File: config.mk
export PLATFORM = sky130hd
export DESIGN_NAME = cv32e41s_pmp_arbiter_flat
export DESIGN_NICKNAME = d
export VERILOG_FILES = /design/src/rtl/cv32e41s_pmp_arbiter_pkg.sv /design/src/rtl/cv32e41s_pmp_arbiter_if.sv /design/src/rtl/cv32e41s_pmp_arb_sel.sv /design/src/rtl/cv32e41s_pmp_arbiter.sv /design/src/flat_wrapper.sv
export SDC_FILE = /design/constraint.sdc
export NUM_CORES = 1
export LEC_CHECK = 0
export ABC_AREA = 1
export BUFFER_PORTS_ARGS = -buffer_cell sky130_fd_sc_hd__buf_2
export CAP_MARGIN = 20
export CORE_ASPECT_RATIO = 0.9
export CORE_MARGIN = 3
export CORE_UTILIZATION = 42
export CTS_CLUSTER_SIZE = 20
export DETAILED_ROUTE_END_ITERATION = 6
export PLACE_DENSITY = 0.81
export SETUP_SLACK_MARGIN = 0.4
export SLEW_MARGIN = 20
export SYNTH_ARGS = -nofsm -noshare
export SYNTH_HDL_FRONTEND = slang
export SYNTH_SLANG_ARGS = --single-unit
File: constraint.sdc
create_clock -name clk -period 2 [get_ports clk]
set_input_delay 0 -clock clk [delete_from_list [all_inputs] [get_ports clk]]
set_output_delay 0 -clock clk [all_outputs]
set_load 0.1 [all_outputs]
File: src/rtl/cv32e41s_pmp_arbiter_pkg.sv
// Shared types for the PMP/PMR checker arbiter between IF and LSU.
// Optional round-robin arbitration is enabled with CV32E41S_PMP_ARB_RR_EN.
package cv32e41s_pmp_arbiter_pkg;

  localparam int unsigned ADDR_W = 34;
  localparam int unsigned CNT_W  = 4;

  typedef enum logic [1:0] {
    PMP_ACC_EXEC  = 2'b00,
    PMP_ACC_WRITE = 2'b01,
    PMP_ACC_READ  = 2'b10
  } pmp_req_e;

  typedef enum logic {
    ARB_SRC_IF  = 1'b0,
    ARB_SRC_LSU = 1'b1
  } pmp_arb_src_e;

  typedef enum logic {
    ARB_IDLE    = 1'b0,
    ARB_QUIESCE = 1'b1
  } pmp_arb_state_e;

  typedef struct packed {
    logic              valid;
    pmp_arb_src_e      src;
    logic [ADDR_W-1:0] addr;
    pmp_req_e          req_type;
    logic              dbg;
  } pmp_arb_stage_t;

  // LSU access type from the write-enable bit
  function automatic pmp_req_e lsu_req_type(input logic we);
    return we ? PMP_ACC_WRITE : PMP_ACC_READ;
  endfunction

endpackage

File: src/rtl/cv32e41s_pmp_arbiter_if.sv
// Requester-side handshake bundle (IF and LSU request/response channels).
// Used unchanged whether or not CV32E41S_PMP_ARB_RR_EN is defined.
interface cv32e41s_pmp_arbiter_if;
  import cv32e41s_pmp_arbiter_pkg::*;

  logic              if_req_valid_i;
  logic              if_req_ready_o;
  logic [ADDR_W-1:0] if_req_addr_i;
  logic              if_req_debug_region_i;

  logic              lsu_req_valid_i;
  logic              lsu_req_ready_o;
  logic [ADDR_W-1:0] lsu_req_addr_i;
  logic              lsu_req_we_i;
  logic              lsu_req_debug_region_i;

  logic              if_resp_valid_o;
  logic              if_resp_ready_i;
  logic              if_resp_err_o;
  logic [ADDR_W-1:0] if_resp_addr_o;

  logic              lsu_resp_valid_o;
  logic              lsu_resp_ready_i;
  logic              lsu_resp_err_o;
  logic [ADDR_W-1:0] lsu_resp_addr_o;

  modport master (
    output if_req_valid_i, if_req_addr_i, if_req_debug_region_i,
    output lsu_req_valid_i, lsu_req_addr_i, lsu_req_we_i, lsu_req_debug_region_i,
    output if_resp_ready_i, lsu_resp_ready_i,
    input  if_req_ready_o, lsu_req_ready_o,
    input  if_resp_valid_o, if_resp_err_o, if_resp_addr_o,
    input  lsu_resp_valid_o, lsu_resp_err_o, lsu_resp_addr_o
  );

  modport slave (
    input  if_req_valid_i, if_req_addr_i, if_req_debug_region_i,
    input  lsu_req_valid_i, lsu_req_addr_i, lsu_req_we_i, lsu_req_debug_region_i,
    input  if_resp_ready_i, lsu_resp_ready_i,
    output if_req_ready_o, lsu_req_ready_o,
    output if_resp_valid_o, if_resp_err_o, if_resp_addr_o,
    output lsu_resp_valid_o, lsu_resp_err_o, lsu_resp_addr_o
  );

endinterface

File: src/rtl/cv32e41s_pmp_arb_sel.sv
// Combinational winner selection for the PMP checker stage.
// CV32E41S_PMP_ARB_RR_EN selects round-robin instead of LSU priority with starvation guard.
module cv32e41s_pmp_arb_sel
  import cv32e41s_pmp_arbiter_pkg::*;
`ifndef CV32E41S_PMP_ARB_RR_EN
#(
  parameter int unsigned STARVE_LIMIT = 4
)
`endif
(
  input  logic             if_valid,
  input  logic             lsu_valid,
  input  logic             gnt_possible,
`ifdef CV32E41S_PMP_ARB_RR_EN
  input  pmp_arb_src_e     last_src,
`else
  input  logic [CNT_W-1:0] starve_cnt,
`endif
  output logic             if_gnt_c,
  output logic             lsu_gnt_c
);

  logic if_wins;

`ifdef CV32E41S_PMP_ARB_RR_EN
  // On contention the requester that did not win last time goes first
  assign if_wins = if_valid & (~lsu_valid | (last_src == ARB_SRC_LSU));
`else
  // LSU first unless IF has been refused STARVE_LIMIT times in a row
  assign if_wins = if_valid & (~lsu_valid | (starve_cnt == CNT_W'(STARVE_LIMIT)));
`endif

  assign if_gnt_c  = gnt_possible & if_wins;
  assign lsu_gnt_c = gnt_possible & lsu_valid & ~if_wins;

endmodule

File: src/rtl/cv32e41s_pmp_arbiter.sv
// Shares one PMP/PMR checker between IF and LSU through a single stage register,
// holding off grants and responses around PMP CSR writes. Option: CV32E41S_PMP_ARB_RR_EN.
module cv32e41s_pmp_arbiter
  import cv32e41s_pmp_arbiter_pkg::*;
#(
  parameter int unsigned STARVE_LIMIT = 4
)
(
  input  logic                 clk,
  input  logic                 rst_n,
  cv32e41s_pmp_arbiter_if.slave bus,
  output logic [ADDR_W-1:0]    chk_req_addr_o,
  output pmp_req_e             chk_req_type_o,
  output logic                 chk_req_debug_region_o,
  input  logic                 chk_err_i,
  input  logic [ADDR_W-1:0]    chk_reloc_addr_i,
  input  logic                 csr_pmp_wr_i
);

  localparam logic [0:0] ST_IDLE    = 1'b0;
  localparam logic [0:0] ST_QUIESCE = 1'b1;

  logic [0:0]     state_q, state_d;
  pmp_arb_stage_t stage_q, stage_d;

  logic resp_hold_c;
  logic if_resp_vld_c;
  logic lsu_resp_vld_c;
  logic delivered_c;
  logic stage_free_c;
  logic gnt_possible_c;
  logic if_gnt_c;
  logic lsu_gnt_c;

  // Responses are withheld while the PMP configuration is in flux
  assign resp_hold_c    = (state_q == ST_QUIESCE) | csr_pmp_wr_i;
  assign if_resp_vld_c  = stage_q.valid & (stage_q.src == ARB_SRC_IF)  & ~resp_hold_c;
  assign lsu_resp_vld_c = stage_q.valid & (stage_q.src == ARB_SRC_LSU) & ~resp_hold_c;
  assign delivered_c    = (if_resp_vld_c  & bus.if_resp_ready_i) |
                          (lsu_resp_vld_c & bus.lsu_resp_ready_i);
  assign stage_free_c   = ~stage_q.valid | delivered_c;
  assign gnt_possible_c = rst_n & stage_free_c & (state_q == ST_IDLE) & ~csr_pmp_wr_i;

`ifdef CV32E41S_PMP_ARB_RR_EN
  pmp_arb_src_e last_src_q, last_src_d;

  cv32e41s_pmp_arb_sel u_sel (
    .if_valid     (bus.if_req_valid_i),
    .lsu_valid    (bus.lsu_req_valid_i),
    .gnt_possible (gnt_possible_c),
    .last_src     (last_src_q),
    .if_gnt_c     (if_gnt_c),
    .lsu_gnt_c    (lsu_gnt_c)
  );

  always_comb begin
    last_src_d = last_src_q;
    if (if_gnt_c) begin
      last_src_d = ARB_SRC_IF;
    end else if (lsu_gnt_c) begin
      last_src_d = ARB_SRC_LSU;
    end
  end

  always_ff @(posedge clk or negedge rst_n) begin
    if (!rst_n) begin
      last_src_q <= ARB_SRC_LSU;
    end else begin
      last_src_q <= last_src_d;
    end
  end
`else
  logic [CNT_W-1:0] starve_q, starve_d;

  cv32e41s_pmp_arb_sel #(
    .STARVE_LIMIT (STARVE_LIMIT)
  ) u_sel (
    .if_valid     (bus.if_req_valid_i),
    .lsu_valid    (bus.lsu_req_valid_i),
    .gnt_possible (gnt_possible_c),
    .starve_cnt   (starve_q),
    .if_gnt_c     (if_gnt_c),
    .lsu_gnt_c    (lsu_gnt_c)
  );

  // Count consecutive refusals of a waiting IF request; frozen while nothing can be granted
  always_comb begin
    starve_d = starve_q;
    if (!bus.if_req_valid_i || if_gnt_c) begin
      starve_d = '0;
    end else if (lsu_gnt_c && (starve_q != CNT_W'(STARVE_LIMIT))) begin
      starve_d = starve_q + CNT_W'(1);
    end
  end

  always_ff @(posedge clk or negedge rst_n) begin
    if (!rst_n) begin
      starve_q <= '0;
    end else begin
      starve_q <= starve_d;
    end
  end
`endif

  // Quiesce FSM next state
  always_comb begin
    state_d = state_q;
    case (state_q)
      ST_IDLE:    if (csr_pmp_wr_i) state_d = ST_QUIESCE;
      ST_QUIESCE: if (!csr_pmp_wr_i) state_d = ST_IDLE;
      default:    state_d = ST_IDLE;
    endcase
  end

  always_ff @(posedge clk or negedge rst_n) begin
    if (!rst_n) begin
      state_q <= ST_IDLE;
    end else begin
      state_q <= state_d;
    end
  end

  // Stage load on grant, cleared to all-zero when its response is taken
  always_comb begin
    stage_d = stage_q;
    if (if_gnt_c) begin
      stage_d.valid    = 1'b1;
      stage_d.src      = ARB_SRC_IF;
      stage_d.addr     = bus.if_req_addr_i;
      stage_d.req_type = PMP_ACC_EXEC;
      stage_d.dbg      = bus.if_req_debug_region_i;
    end else if (lsu_gnt_c) begin
      stage_d.valid    = 1'b1;
      stage_d.src      = ARB_SRC_LSU;
      stage_d.addr     = bus.lsu_req_addr_i;
      stage_d.req_type = lsu_req_type(bus.lsu_req_we_i);
      stage_d.dbg      = bus.lsu_req_debug_region_i;
    end else if (delivered_c) begin
      stage_d = '0;
    end
  end

  always_ff @(posedge clk or negedge rst_n) begin
    if (!rst_n) begin
      stage_q <= '0;
    end else begin
      stage_q <= stage_d;
    end
  end

  // The stage is kept all-zero while empty, so the checker sees 0 then
  assign chk_req_addr_o         = stage_q.addr;
  assign chk_req_type_o         = stage_q.req_type;
  assign chk_req_debug_region_o = stage_q.dbg;

  assign bus.if_req_ready_o   = if_gnt_c;
  assign bus.lsu_req_ready_o  = lsu_gnt_c;

  assign bus.if_resp_valid_o  = if_resp_vld_c;
  assign bus.if_resp_err_o    = if_resp_vld_c & chk_err_i;
  assign bus.if_resp_addr_o   = if_resp_vld_c ? chk_reloc_addr_i : '0;

  assign bus.lsu_resp_valid_o = lsu_resp_vld_c;
  assign bus.lsu_resp_err_o   = lsu_resp_vld_c & chk_err_i;
  assign bus.lsu_resp_addr_o  = lsu_resp_vld_c ? chk_reloc_addr_i : '0;

endmodule

File: src/flat_wrapper.sv
// flat-port wrapper written by rule: the top's interface ports become plain ports
module cv32e41s_pmp_arbiter_flat import cv32e41s_pmp_arbiter_pkg::*;
#(
  parameter int unsigned STARVE_LIMIT = 4
)
  (clk, rst_n, chk_req_addr_o, chk_req_type_o, chk_req_debug_region_o, chk_err_i, chk_reloc_addr_i, csr_pmp_wr_i, bus_if_req_valid_i, bus_if_req_addr_i, bus_if_req_debug_region_i, bus_lsu_req_valid_i, bus_lsu_req_addr_i, bus_lsu_req_we_i, bus_lsu_req_debug_region_i, bus_if_resp_ready_i, bus_lsu_resp_ready_i, bus_if_req_ready_o, bus_lsu_req_ready_o, bus_if_resp_valid_o, bus_if_resp_err_o, bus_if_resp_addr_o, bus_lsu_resp_valid_o, bus_lsu_resp_err_o, bus_lsu_resp_addr_o);
  cv32e41s_pmp_arbiter_if bus_i ();
  input  logic clk;
  input  logic rst_n;
  output logic [ADDR_W-1:0] chk_req_addr_o;
  output pmp_req_e chk_req_type_o;
  output logic chk_req_debug_region_o;
  input  logic chk_err_i;
  input  logic [ADDR_W-1:0] chk_reloc_addr_i;
  input  logic csr_pmp_wr_i;
  input wire logic [$bits(bus_i.if_req_valid_i)-1:0] bus_if_req_valid_i;
  input wire logic [$bits(bus_i.if_req_addr_i)-1:0] bus_if_req_addr_i;
  input wire logic [$bits(bus_i.if_req_debug_region_i)-1:0] bus_if_req_debug_region_i;
  input wire logic [$bits(bus_i.lsu_req_valid_i)-1:0] bus_lsu_req_valid_i;
  input wire logic [$bits(bus_i.lsu_req_addr_i)-1:0] bus_lsu_req_addr_i;
  input wire logic [$bits(bus_i.lsu_req_we_i)-1:0] bus_lsu_req_we_i;
  input wire logic [$bits(bus_i.lsu_req_debug_region_i)-1:0] bus_lsu_req_debug_region_i;
  input wire logic [$bits(bus_i.if_resp_ready_i)-1:0] bus_if_resp_ready_i;
  input wire logic [$bits(bus_i.lsu_resp_ready_i)-1:0] bus_lsu_resp_ready_i;
  output wire logic [$bits(bus_i.if_req_ready_o)-1:0] bus_if_req_ready_o;
  output wire logic [$bits(bus_i.lsu_req_ready_o)-1:0] bus_lsu_req_ready_o;
  output wire logic [$bits(bus_i.if_resp_valid_o)-1:0] bus_if_resp_valid_o;
  output wire logic [$bits(bus_i.if_resp_err_o)-1:0] bus_if_resp_err_o;
  output wire logic [$bits(bus_i.if_resp_addr_o)-1:0] bus_if_resp_addr_o;
  output wire logic [$bits(bus_i.lsu_resp_valid_o)-1:0] bus_lsu_resp_valid_o;
  output wire logic [$bits(bus_i.lsu_resp_err_o)-1:0] bus_lsu_resp_err_o;
  output wire logic [$bits(bus_i.lsu_resp_addr_o)-1:0] bus_lsu_resp_addr_o;
  assign bus_i.if_req_valid_i = bus_if_req_valid_i;
  assign bus_i.if_req_addr_i = bus_if_req_addr_i;
  assign bus_i.if_req_debug_region_i = bus_if_req_debug_region_i;
  assign bus_i.lsu_req_valid_i = bus_lsu_req_valid_i;
  assign bus_i.lsu_req_addr_i = bus_lsu_req_addr_i;
  assign bus_i.lsu_req_we_i = bus_lsu_req_we_i;
  assign bus_i.lsu_req_debug_region_i = bus_lsu_req_debug_region_i;
  assign bus_i.if_resp_ready_i = bus_if_resp_ready_i;
  assign bus_i.lsu_resp_ready_i = bus_lsu_resp_ready_i;
  assign bus_if_req_ready_o = bus_i.if_req_ready_o;
  assign bus_lsu_req_ready_o = bus_i.lsu_req_ready_o;
  assign bus_if_resp_valid_o = bus_i.if_resp_valid_o;
  assign bus_if_resp_err_o = bus_i.if_resp_err_o;
  assign bus_if_resp_addr_o = bus_i.if_resp_addr_o;
  assign bus_lsu_resp_valid_o = bus_i.lsu_resp_valid_o;
  assign bus_lsu_resp_err_o = bus_i.lsu_resp_err_o;
  assign bus_lsu_resp_addr_o = bus_i.lsu_resp_addr_o;
  cv32e41s_pmp_arbiter #(.STARVE_LIMIT(STARVE_LIMIT)) u_core (.clk(clk), .rst_n(rst_n), .bus(bus_i), .chk_req_addr_o(chk_req_addr_o), .chk_req_type_o(chk_req_type_o), .chk_req_debug_region_o(chk_req_debug_region_o), .chk_err_i(chk_err_i), .chk_reloc_addr_i(chk_reloc_addr_i), .csr_pmp_wr_i(csr_pmp_wr_i));
endmodule
==> impl_results.md, run 1 <==
- Number of global-route vias before repair: 4311
- Sinks on Clock Net: 44
- Reg2Reg Setup Slack: 0.09 ns
- Layout cell share with drive strength beyond 1: 55.4%
- Critical path arrival: 2.15 ns
- Routed wl met3: 3640 um
- Number of port buffers: 223
- Post-synth top area cell: dfrtp_1
- Hold path start: bus_if_req_addr_i[32]
- Core ar.: 7290 um^2
- Largest net degree at the start of global routing: 45
- Final hold viol count: 0
- Worst Hold Depth: 5
- Detail Route Antenna Nets: 0
- Post-placement cell count: 752
- Crit path required time: 2.24 ns
- Iteration-0 DRC Markers: 818
- Clock-pin slew on the worst setup and hold paths: 0.10 ns
- Final Max Tran Viols: 0
- Met2 WL: 10400 um
- Leakage: 0.00352 uW
- WL met1: 7160 um
- First-pass GRT wire length: 23900 um
- Vias/cell: 6.67
- Sequential cell area fraction in the yosys report: 33.8%
- Post-Route WL: 23800 um
- Initial antenna violation count: 3
- Crit path capture type: flip-flop
- Peak VDD IR: 1.47 mV
- FP Rows: 29
- Crit path kind: flip-flop to flip-flop
- Filler cell count: 170
- Top sig layer: met4
- GRT Total Usage: 34.5%
- F_max: 523 MHz
- Setup Viol. Count Final: 0
- Reg2reg end: u_core.chk_req_addr_o[25]
- Max Cap Violations: 0
- Final period util: 95.6%
- # nets final: 831
- Global route overflow: 0
- Initial Util: 44.7%
- Die W: 98.9 um
- RSZ-0062 raised after global routing: true
- Normalized max-slew margin: 61.7%
- Total Power: 9320 uW
- Total CTS buffers: 5
- CTS tree: yes
- Area of the multi-input gates: 2080 um^2
- Clk_lat worst skew: 0.32 ns
- Element type at the critical path start: flip-flop
- P&R area growth vs syn: 113%
- HPWL Detailed: 9460 um
- Worst r2r path cells: 10
- Syn Area/Cell: 6.64 um^2
- Yosys warns: 0
- #FFs+latches synth: 44
- Num ports: 224
- Crit path max fanout: 7
- Worst r2r src: u_core.starve_q[3]
- Clock Tree Root: clkbuf_8
- Synth area leaders: dfrtp_1 34%, nand4_1 14%, nand2_1 9.8%
- Gpl congestion: 0.899
- Min-Delay Path Class: input pin to flip-flop
- Gate Count Post-Synth: 491
- Fin Clk Skew: 0.0152 ns
- Outcome: complete, no violations
- Via count: 5439
- Drt drc: 0
- Die area: 8850 um^2
- Area share of the largest cell type after synthesis: 33.8%
- Netlist Area Pre-Place: 3260 um^2
- Yosys cell types: 20
- Min-Delay Endpoint: u_core.chk_req_addr_o[32]
- Storage element area: 1100 um^2
- Die Span Y: 89.6 um
- Syn_nets: 606
- Pre-antenna DRT Iters: 6
- Finished Layout Cells: 815
- # H-tree levels: 2
- Worst-Margin Slew: 0.575 ns
- Longest Clk Path Bufs: 2
- Fin crit period: 1.91 ns
- DR WL/cell: 29.2 um
- PwrDens: 1340 nW/um^2
worst max-delay path: stages, from the launching register on:
cell      delay (ns)
dfrtp_1         0.48
inv_1           0.19
nand3_4         0.12
a21boi_4        0.22
buf_6           0.15
buf_6           0.09
buf_6           0.12
nand4_1         0.11
nand2_1         0.12
inv_1           0.08
nand2_1         0.14
layout by cell type (no fill, tap or decap), types with 2 or more instances in the layout:
cell type,synthesis,routed
buf_12,0,82
buf_16,0,7
buf_2,13,149
buf_4,39,22
buf_6,2,16
buf_8,0,7
clkbuf_16,0,5
clkbuf_8,0,6
dfrtp_1,44,44
diode_2,0,5
dlygate4sd3_1,0,3
inv_1,82,73
inv_2,1,7
inv_4,0,2
nand2_1,85,78
nand2_2,0,3
nand2_4,0,2
nand2_8,0,2
nand3_1,47,41
nand3_2,1,3
nand3_4,0,4
nand4_1,74,74
nor2_1,75,3
nor2_2,0,4
nor2_4,0,68
xor2_1,2,2
flip-flops by register name (all words and copies together), names as in the netlist:
name                           flops
u_core.stage_q                     2
u_core.chk_req_debug_region_o      1
u_core.chk_req_addr_o             34
u_core.state_q                     1
u_core.chk_req_type_o              2
u_core.starve_q                    4
Yosys cell counts, drive strengths merged:
master  instances
ha              2
nand2          85
nand4          74
nand3          48
dfrtp          44
xor2            2
buf            58
clkbuf         15
a21boi          1
inv            83
a21oi           1
nor3b           1
nand3b          1
nor2           75
o211ai          1
worst max-delay path by stage:
| stage | from | endpoint | cells after the start |
|---|---|---|---|
| after floorplan | u_core.state_q | bus_if_resp_addr_o[0] | 3 |
| after global placement | u_core.state_q | bus_if_resp_addr_o[0] | 5 |
| after detailed placement | u_core.state_q | bus_if_resp_addr_o[0] | 5 |
| after CTS | u_core.state_q | bus_lsu_resp_addr_o[23] | 7 |
| after global routing | u_core.state_q | u_core.chk_req_addr_o[24] | 8 |
| final | u_core.starve_q[3] | u_core.chk_req_addr_o[25] | 10 |
routing by layer:
metal  global-route usage [%]  up-vias
li1                         -     1995
met1                     40.5     2414
met2                     61.0      735
met3                     7.64      295
met4                     16.0        0
met5                        0        -
cell families (layout without fill, tap and decap cells):
logic type | Yosys count | count (layout) | synth area share (%)
AND/OR/NAND/NOR | 284 | 284 | 40.6
buffers and inverters | 156 | 382 | 23.4
flip-flops | 44 | 44 | 33.8
AO/OA/AOI/OAI | 3 | 3 | 0.883
adder cells (fa/ha/maj) | 2 | 2 | 0.768
XOR/XNOR | 2 | 2 | 0.538
other | 0 | 5 | 0
cell type report:
type / instances / share of cell area [%]
inverters: 83 / 4.62
multi-input cells: 291 / 30.0
well taps: 93 / 1.68
clock inverters: 2 / 0.559
clock buffers: 6 / 1.19
repair buffers: 291 / 45.9
diodes: 5 / 0.180
flip-flops and latches: 44 / 15.9
what timing repair did:
item / in CTS / in global routing
setup endpoints to repair: 116 / 114
buffers inserted: 25 / 10
pin swaps: 16 / 48
hold endpoints to repair: 47 / 0
resized for setup: 99 / 111
hold buffers: 3 / 0
gates cloned: 5 / 7
stage by stage:
step                cell area, um^2  hold slack, ns  setup slack (ns)  util (%)  TNS (ns)
floorplan                      3630          -0.296           -0.0124         -    -0.149
global placement               5380           0.156             0.244      73.8         0
detailed placement             5380           0.157             0.201      73.8         0
CTS                            6260          0.0135             0.287      85.8         0
global route                   6930          0.0408            -0.193      95.1    -0.358
finish                         6940          0.0235            0.0872      95.1         0
power breakdown:
part           total [uW]  switching, uW  leakage, uW  internal (uW)
sequential           1640            360     0.000578           1280
combinational        6930           5320      0.00288           1620
clock                 751            342    0.0000614            409
total                9320           6020      0.00352           3300
No activity file was read; power rests on OpenSTA's default activity.
==> run 2, diff against run 1 <==
--- a/config.mk
+++ b/config.mk
@@ -6,7 +6,7 @@
 export NUM_CORES = 1
 export LEC_CHECK = 0
 export ABC_AREA = 1
-export BUFFER_PORTS_ARGS = -buffer_cell sky130_fd_sc_hd__buf_2
+export BUFFER_PORTS_ARGS = -buffer_cell sky130_fd_sc_hd__buf_4
 export CAP_MARGIN = 20
 export CORE_ASPECT_RATIO = 0.9
 export CORE_MARGIN = 3
==> run 2 against run 1 <==
The flow now finishes with violations (DRC). Largest power group unchanged. Worst hold slack got worse by 0.010 ns. Die area did not move. Total power fell by 4.0%. Routed wire length fell by 19%. Critical endpoint is now bus_if_resp_addr_o[5]. Non-clock buffer count fell by 25. Sequential cell count did not move. Combinational power fell by 3.2%. Clock skew barely moved. Largest cell class unchanged.
==> impl_results.md, run 2 (same netlist as run 1, synthesis figures left out) <==
- CTS tree: yes (unchanged)
- # H-tree levels: 2 (unchanged)
- Fin util: 91.0% (was 95.1%)
- Number of global-route vias before repair: 3870 (was 4311)
- Hold slack final: 0.0134 ns (was 0.0235 ns)
- Outcome: finished, violations left (was complete, no violations)
- GRT Total Usage: 27.1% (was 34.5%)
- Crit path kind: flip-flop to output port (was flip-flop to flip-flop)
- CP Cell Sequence: inv_1, nor2_2, nand2_2, buf_12, nor2_2, buf_8 (was inv_1, nand3_4, a21boi_4, buf_6, buf_6, buf_6, nand4_1, nand2_1, inv_1, nand2_1)
- Normalized max-slew margin: 62.4% (was 61.7%)
- Global route overflow: 0 (unchanged)
- Setup Viol. Count Final: 0 (unchanged)
- Post-Route WL: 19400 um (was 23800 um)
- Met2 WL: 9430 um (was 10400 um)
- Worst r2r path cells: 9 (was 10)
- Reg2Reg Setup Slack: 0.11 ns (was 0.09 ns)
- Routed wl met3: 2240 um (was 3640 um)
- Final hold viol count: 0 (unchanged)
- Sinks on Clock Net: 44 (unchanged)
- DR WL/cell: 24.7 um (was 29.2 um)
- Reg2reg end: u_core.chk_req_addr_o[22] (was u_core.chk_req_addr_o[25])
- Top sig layer: met4 (unchanged)
- # nets final: 806 (was 831)
- Vias/cell: 6.04 (was 6.67)
- Min-Delay Path Class: input pin to flip-flop (unchanged)
- Fin crit period: 1.94 ns (was 1.91 ns)
- Num ports: 224 (unchanged)
- Clock-pin slew on the worst setup and hold paths: 0.10 ns (about the same)
- Largest net degree at the start of global routing: 45 (unchanged)
- WL met1: 6640 um (was 7160 um)
- Max Cap Violations: 0 (unchanged)
- PwrDens: 1350 nW/um^2 (was 1340 nW/um^2)
- First-pass GRT wire length: 19200 um (was 23900 um)
- Final period util: 97.2% (was 95.6%)
- Crit path capture type: output port (was flip-flop)
- Worst-Margin Slew: 0.564 ns (was 0.575 ns)
- Worst Setup SP: u_core.stage_q[38] (was u_core.starve_q[3])
- FP Rows: 29 (unchanged)
- Fin Clk Skew: 0.0156 ns (was 0.0152 ns)
- Die W: 98.9 um (unchanged)
- Hold path start: bus_lsu_req_addr_i[2] (was bus_if_req_addr_i[32])
- Gpl congestion: 0.895 (was 0.899)
- Clock Tree Root: clkbuf_8 (unchanged)
- P&R area growth vs syn: 104% (was 113%)
- Slowest-stage cell, CP: dfrtp_1 (unchanged)
- Total CTS buffers: 5 (unchanged)
- Initial Util: 44.7% (unchanged)
- F_max: 515 MHz (was 523 MHz)
- Die area: 8850 um^2 (unchanged)
- Core ar.: 7290 um^2 (unchanged)
- Pre-antenna DRT Iters: 7 (was 6)
- Longest Clk Path Bufs: 2 (unchanged)
- Crit path max fanout: 18 (was 7)
- Final Max Tran Viols: 0 (unchanged)
- Max FFs per register: 34 (unchanged)
- Worst r2r src: u_core.stage_q[38] (was u_core.starve_q[3])
- N_diodes: 0 (was 5)
- Drt drc: 5 (was 0)
- Leakage: 0.00338 uW (was 0.00352 uW)
- Most frequent CP cell: nor2_2 (was buf_6)
- Most frequent cells in the layout: 167 x buf_4, 81 x nand2_1, 77 x inv_1, 74 x nand4_1, 72 x buf_12 (was 149 x buf_2, 82 x buf_12, 78 x nand2_1, 74 x nand4_1, 73 x inv_1)
- Post-placement cell count: 751 (was 752)
- Clk_lat worst skew: 0.32 ns (about the same)
- HPWL Detailed: 9050 um (was 9460 um)
- Initial antenna violation count: 0 (was 3)
- Peak VDD IR: 1.44 mV (was 1.47 mV)
- Number of port buffers: 223 (unchanged)
- Via count: 4742 (was 5439)
- Layout cell share with drive strength beyond 1: 51.9% (was 55.4%)
- Detail Route Antenna Nets: 0 (unchanged)
- CP peak stage delay: 0.45 ns (was 0.48 ns)
- Element type at the critical path start: flip-flop (unchanged)
- Min-Delay Endpoint: u_core.chk_req_addr_o[2] (was u_core.chk_req_addr_o[32])
- Die Span Y: 89.6 um (unchanged)
- Commonest non-fill, non-tap cell in the layout: buf_4 (was buf_2)
- Failing checks: DRC
- RSZ-0062 raised after global routing: true (unchanged)
- Critical path arrival: 1.94 ns (was 2.15 ns)
- Crit path required time: 2.00 ns (was 2.24 ns)
- Finished Layout Cells: 785 (was 815)
- Iteration-0 DRC Markers: 687 (was 818)
- Worst Hold Depth: 5 (unchanged)
run 2: layer usage:
layer  vias up  GRT usage [%]
met4         0           8.68
met1      2215           31.1
met5         -              0
met2       481           50.9
li1       1932              -
met3       114           5.79
run 2: area by class of cell:
type / instances / area (um^2)
Clock buffer: 6 / 82.6
Tap cell: 93 / 116
Fill cell: 260 / 657
Inverter: 83 / 319
Timing Repair Buffer: 266 / 3080
Clock inverter: 2 / 15.0
Multi-Input combinational cell: 291 / 1920
Sequential cell: 44 / 1100
run 2: worst max-delay path: cells and delay by family (launching register included):
family / cells / cell delay, ns
buf+inv: 3 / 0.58
flops: 1 / 0.45
simple gates: 3 / 0.58
run 2: metrics by stage:
stage,worst slack [ns],power (uW),TNS [ns],area [um^2]
6_report,0.0568,8950,0,6640
5_1_grt,0.0599,9110,0,6640
4_1_cts,0.356,8040,0,5790
3_5_place_dp,0.292,7230,0,5120
3_3_place_gp,0.337,7160,0,5120
2_1_floorplan,-0.0124,6510,-0.149,3630
run 2: repair_timing:
item / CTS / global route
setup endpoints to repair: 116 / 111
pin swaps: 11 / 5
cloned: 1 / 6
resized for setup: 114 / 158
hold endpoints to repair: 47 / 0
buffers inserted: 11 / 5
hold buffers: 3 / 0
run 2: report_power, final:
part	total [uW]	switching, uW	internal, uW
clock	628	347	280
sequential	1610	333	1280
combinational	6710	5040	1670
run 2: worst max path at each step:
stage	endpoint	slack (ns)	depth (start not counted)
6_report	bus_if_resp_addr_o[5]	0.06	6
5_1_grt	bus_if_resp_addr_o[5]	0.06	6
4_1_cts	bus_if_req_ready_o	0.36	7
3_5_place_dp	u_core.chk_req_addr_o[27]	0.29	8
3_3_place_gp	bus_if_req_ready_o	0.34	8
2_1_floorplan	bus_if_resp_addr_o[0]	-0.01	3
==> run 3, diff against run 2 <==
==> constraint.sdc (replaced) <==
create_clock -name clk -period 1.9 [get_ports clk]
set_input_delay 0 -clock clk [delete_from_list [all_inputs] [get_ports clk]]
set_output_delay 0 -clock clk [all_outputs]
set_load 0.1 [all_outputs]
==> run 3 against run 2 <==
The run now fails in 5_1_grt. Synthesized cell count unchanged. Synthesized area unchanged.
==> impl_results.md, run 3 <==
- Syn Area/Cell: 6.64 um^2 (unchanged)
- Yosys warns: 0 (unchanged)
- Initial Util: 44.7% (unchanged)
- Post-synthesis xor/xnor area fraction: 0.537% (unchanged)
- Worst_ep kind: sequential cell input
- Post-synth EDFFs: 0 (unchanged)
- Adder-Cell Fraction of Synth Area: 0.768% (unchanged)
- Synth area leaders: dfrtp_1 34%, nand4_1 14%, nand2_1 9.8% (unchanged)
- FP Rows: 29 (unchanged)
- #FFs+latches synth: 44 (unchanged)
- Outcome: did not finish (was finished, violations left)
- Multiplexer area fraction after synthesis: 0% (unchanged)
- Gate Count Post-Synth: 491 (unchanged)
- Sequential cell area fraction in the yosys report: 33.8% (unchanged)
- Die Span Y: 89.6 um (unchanged)
- Largest family of logic cells by synthesized area: simple AND/OR/NAND/NOR gates (unchanged)
- Total CTS buffers: 5 (unchanged)
- Fraction of the mapped netlist area in simple logic gates: 40.6% (unchanged)
- Syn_nets: 606 (unchanged)
- # H-tree levels: 2 (unchanged)
- Failing step: 5_1_grt
- Synth async-reset ratio: 100% (unchanged)
- GR repair worst EP: u_core.chk_req_addr_o[20]$_DFFE_PN0P_/D
- Top-count cell post-synth: nand2_1 (unchanged)
- Largest net degree at the start of global routing: 53
- Longest Clk Path Bufs: 2 (unchanged)
- Compound-Gate Fraction of Synth Area: 0.883% (unchanged)
- Clock Tree Root: clkbuf_8 (unchanged)
- Number of port buffers: 223 (unchanged)
- Netlist Area Pre-Place: 3260 um^2 (unchanged)
- Commonest cells in the netlist: 85 x nand2_1, 82 x inv_1, 75 x nor2_1 (unchanged)
- Ys flop type: dfrtp_1 (unchanged)
- Num ports: 224 (unchanged)
- Sinks on Clock Net: 44 (unchanged)
- Yosys cell types: 20 (unchanged)
- Area share of the largest cell type after synthesis: 33.8% (unchanged)
- HPWL Detailed: 9210 um (was 9050 um)
- Die W: 98.9 um (unchanged)
- Post-synth top area cell: dfrtp_1 (unchanged)
- Tool error: [ERROR DPL-0038] Utilization greater than 100%, impossible to legalize
- Gpl congestion: 0.868 (was 0.895)
-- run 3: cell counts after synthesis --
No cell type changed its count.
-- run 3: timing repair --
| item | CTS |
|---|---|
| setup buffers | 15 |
| pin swaps | 9 |
| hold endpoints to repair | 47 |
| resized for setup | 247 |
| hold buffers | 3 |
| cloned | 5 |
| endpoints found under the setup margin | 116 |
-- run 3: logic make-up after synthesis --
logic type,count (synthesis)
simple gates,284
compound gates,3
fa+ha+maj,2
buf+inv,156
xor+xnor,2
flops,44
-- run 3: stage by stage --
stage	worst slack [ns]	cell area [um^2]	cells	TNS [ns]
3_5_place_dp	-0.104	5410	754	-1.26
2_1_floorplan	0.246	3910	491	0
4_1_cts	0.210	6830	785	0
3_3_place_gp	-0.0964	5410	754	-0.178
==> run 4, diff against run 3 <==
--- a/config.mk
+++ b/config.mk
@@ -8,13 +8,10 @@
 export ABC_AREA = 1
 export BUFFER_PORTS_ARGS = -buffer_cell sky130_fd_sc_hd__buf_4
 export CAP_MARGIN = 20
-export CORE_ASPECT_RATIO = 0.9
 export CORE_MARGIN = 3
-export CORE_UTILIZATION = 42
-export CTS_CLUSTER_SIZE = 20
+export CORE_UTILIZATION = 35
 export DETAILED_ROUTE_END_ITERATION = 6
-export PLACE_DENSITY = 0.81
-export SETUP_SLACK_MARGIN = 0.4
+export PLACE_DENSITY_LB_ADDON = 0.15
 export SLEW_MARGIN = 20
 export SYNTH_ARGS = -nofsm -noshare
 export SYNTH_HDL_FRONTEND = slang
==> run 4 against run 3 <==
The flow now finishes without violations.
==> impl_results.md, run 4 (same netlist as run 1, synthesis figures left out) <==
- Part of the power in registers: 19.7%
- PwrDens: 1620 nW/um^2
- Comb pwr share: 72.7%
- DR WL/cell: 14.9 um
- Clk_lat worst skew: 0.29 ns
- Total Power: 8060 uW
- Clock Tree Root: clkbuf_8 (unchanged)
- Global route overflow: 0
- Min-Delay Endpoint: u_core.chk_req_addr_o[17]
- Reg2reg end: u_core.chk_req_addr_o[24]
- Largest net degree at the start of global routing: 45
- Fin crit period: 1.85 ns
- Pre-antenna DRT Iters: 4
- # nets final: 784
- Max Cap Violations: 0
- Sinks on Clock Net: 44 (unchanged)
- Worst Hold Depth: 5
- Initial antenna violation count: 1
- RSZ-0062 raised after global routing: true
- # H-tree levels: 2 (unchanged)
- Reg2Reg Setup Slack: 0.15 ns
- Commonest non-fill, non-tap cell in the layout: buf_4
- First-pass GRT wire length: 16900 um
- Sw Ratio: 65.4%
- Clock power share: 7.6%
- Max FFs per register: 34
- Internal power: 2790 uW
- Outcome: complete, no violations (was did not finish)
- Core ar.: 8890 um^2
- Vias/cell: 4.78
- Fin Clk Skew: 0.0109 ns
- Die W: 103 um (was 98.9 um)
- Post-placement cell count: 765 (was 754)
- Die area: 10500 um^2
- Critical path arrival: 1.85 ns
- Total CTS buffers: 5 (unchanged)
- Num ports: 224 (unchanged)
- Most frequent cells in the layout: 235 x buf_4, 84 x nand2_1, 80 x inv_1, 74 x nand4_1, 72 x nor2_1
- Clock-pin slew on the worst setup and hold paths: 0.08 ns
- Hold path start: bus_lsu_req_addr_i[17]
- Worst r2r src: u_core.starve_q[1]
- Finished Layout Cells: 779
- Worst Setup SP: u_core.state_q
- Leakage: 0.00298 uW
- Worst r2r path cells: 11
- Hold slack final: 0.0263 ns
- Die Span Y: 103 um (was 89.6 um)
- Normalized max-slew margin: 60.5%
- Via count: 3724
- Post-Route WL: 11600 um
- P&R area growth vs syn: 52.4%
- Layout cell share with drive strength beyond 1: 38.8%
- CP peak stage delay: 0.41 ns
- Worst-Margin Slew: 0.593 ns
- Min-Delay Path Class: input pin to flip-flop
- CTS tree: yes
- Longest Clk Path Bufs: 2 (unchanged)
- Setup TNS: 0 ns
- Final Max Tran Viols: 0
- Iteration-0 DRC Markers: 150
- Final period util: 97.3%
- Final hold viol count: 0
- Crit path required time: 1.90 ns
- Most frequent CP cell: buf_4
- HPWL Detailed: 8930 um (was 9210 um)
- Initial Util: 36.7% (was 44.7%)
- Setup Viol. Count Final: 0
- Detail Route Antenna Nets: 0
- F_max: 541 MHz
- Peak VDD IR: 1.05 mV
- Gpl congestion: 0.853 (was 0.868)
- Drt drc: 0
- FP Rows: 34 (was 29)
- Crit path kind: flip-flop to output port
- Number of port buffers: 223 (unchanged)
- CP Cell Sequence: nor2_2, nand2_1, buf_4, nor2_1, buf_4
- Element type at the critical path start: flip-flop
- Number of global-route vias before repair: 3361
- Crit path max fanout: 15
- P_sw: 5280 uW
- Crit path capture type: output port
- GRT Total Usage: 20.4%
- Slowest-stage cell, CP: dfrtp_1
[run 4: worst max path at each step]
stage / to / cells after the start / slack [ns]
3_5_place_dp: bus_lsu_req_ready_o / 8 / 0.03
5_1_grt: bus_if_resp_addr_o[25] / 5 / -0.09
6_report: bus_if_resp_addr_o[32] / 5 / 0.05
2_1_floorplan: bus_if_resp_addr_o[24] / 4 / -0.32
4_1_cts: bus_lsu_req_ready_o / 8 / 0.008
3_3_place_gp: bus_lsu_req_ready_o / 8 / 0.06
[run 4: what timing repair did]
item,4_1_cts,5_1_grt
pin swaps,1,0
hold buffers,3,0
setup buffers,1,0
endpoints found under the setup margin,28,46
endpoints found under the hold margin,47,0
resized for setup,5,6
gates cloned,1,0
[run 4: critical path: cells and delay by family (launching register included)]
family        cells  cell delay [ns]
simple gates      3             0.55
buf+inv           2             0.59
flops             1             0.41
[run 4: final cells by class]
cell class              instances  area (um^2)
fillers                       896         3920
repair buffers                243         1880
clock inverters                 1         7.51
flip-flops and latches         44         1100
inverters                      83          318
multi-input cells             292         1440
clock buffers                   7         86.3
well taps                     108          135
diodes                          1         2.50
[run 4: per-stage QoR]
stage,cell area (um^2),util [%],setup slack (ns)
global route,4970,55.9,-0.0942
floorplan,3270,-,-0.320
detailed placement,4790,53.9,0.0251
CTS,4940,55.6,0.00783
global placement,4790,53.9,0.0571
finish,4970,55.9,0.0513
[run 4: power by group through the flow]
stage,clock (uW),combinational [uW],sequential [uW]
2_1_floorplan,0,5110,1610
3_3_place_gp,0,5840,1600
3_5_place_dp,0,5870,1610
4_1_cts,636,5890,1590
5_1_grt,670,6100,1650
6_report,612,5860,1590
[run 4: per-layer routing]
metal | part of all wire, % | global-route usage, % | up-vias
met5 | 0 | 0 | -
met4 | 1.0 | 5.25 | 0
met3 | 8.3 | 4.33 | 8
met2 | 54 | 39.5 | 141
met1 | 37 | 22.4 | 1689
li1 | - | - | 1886
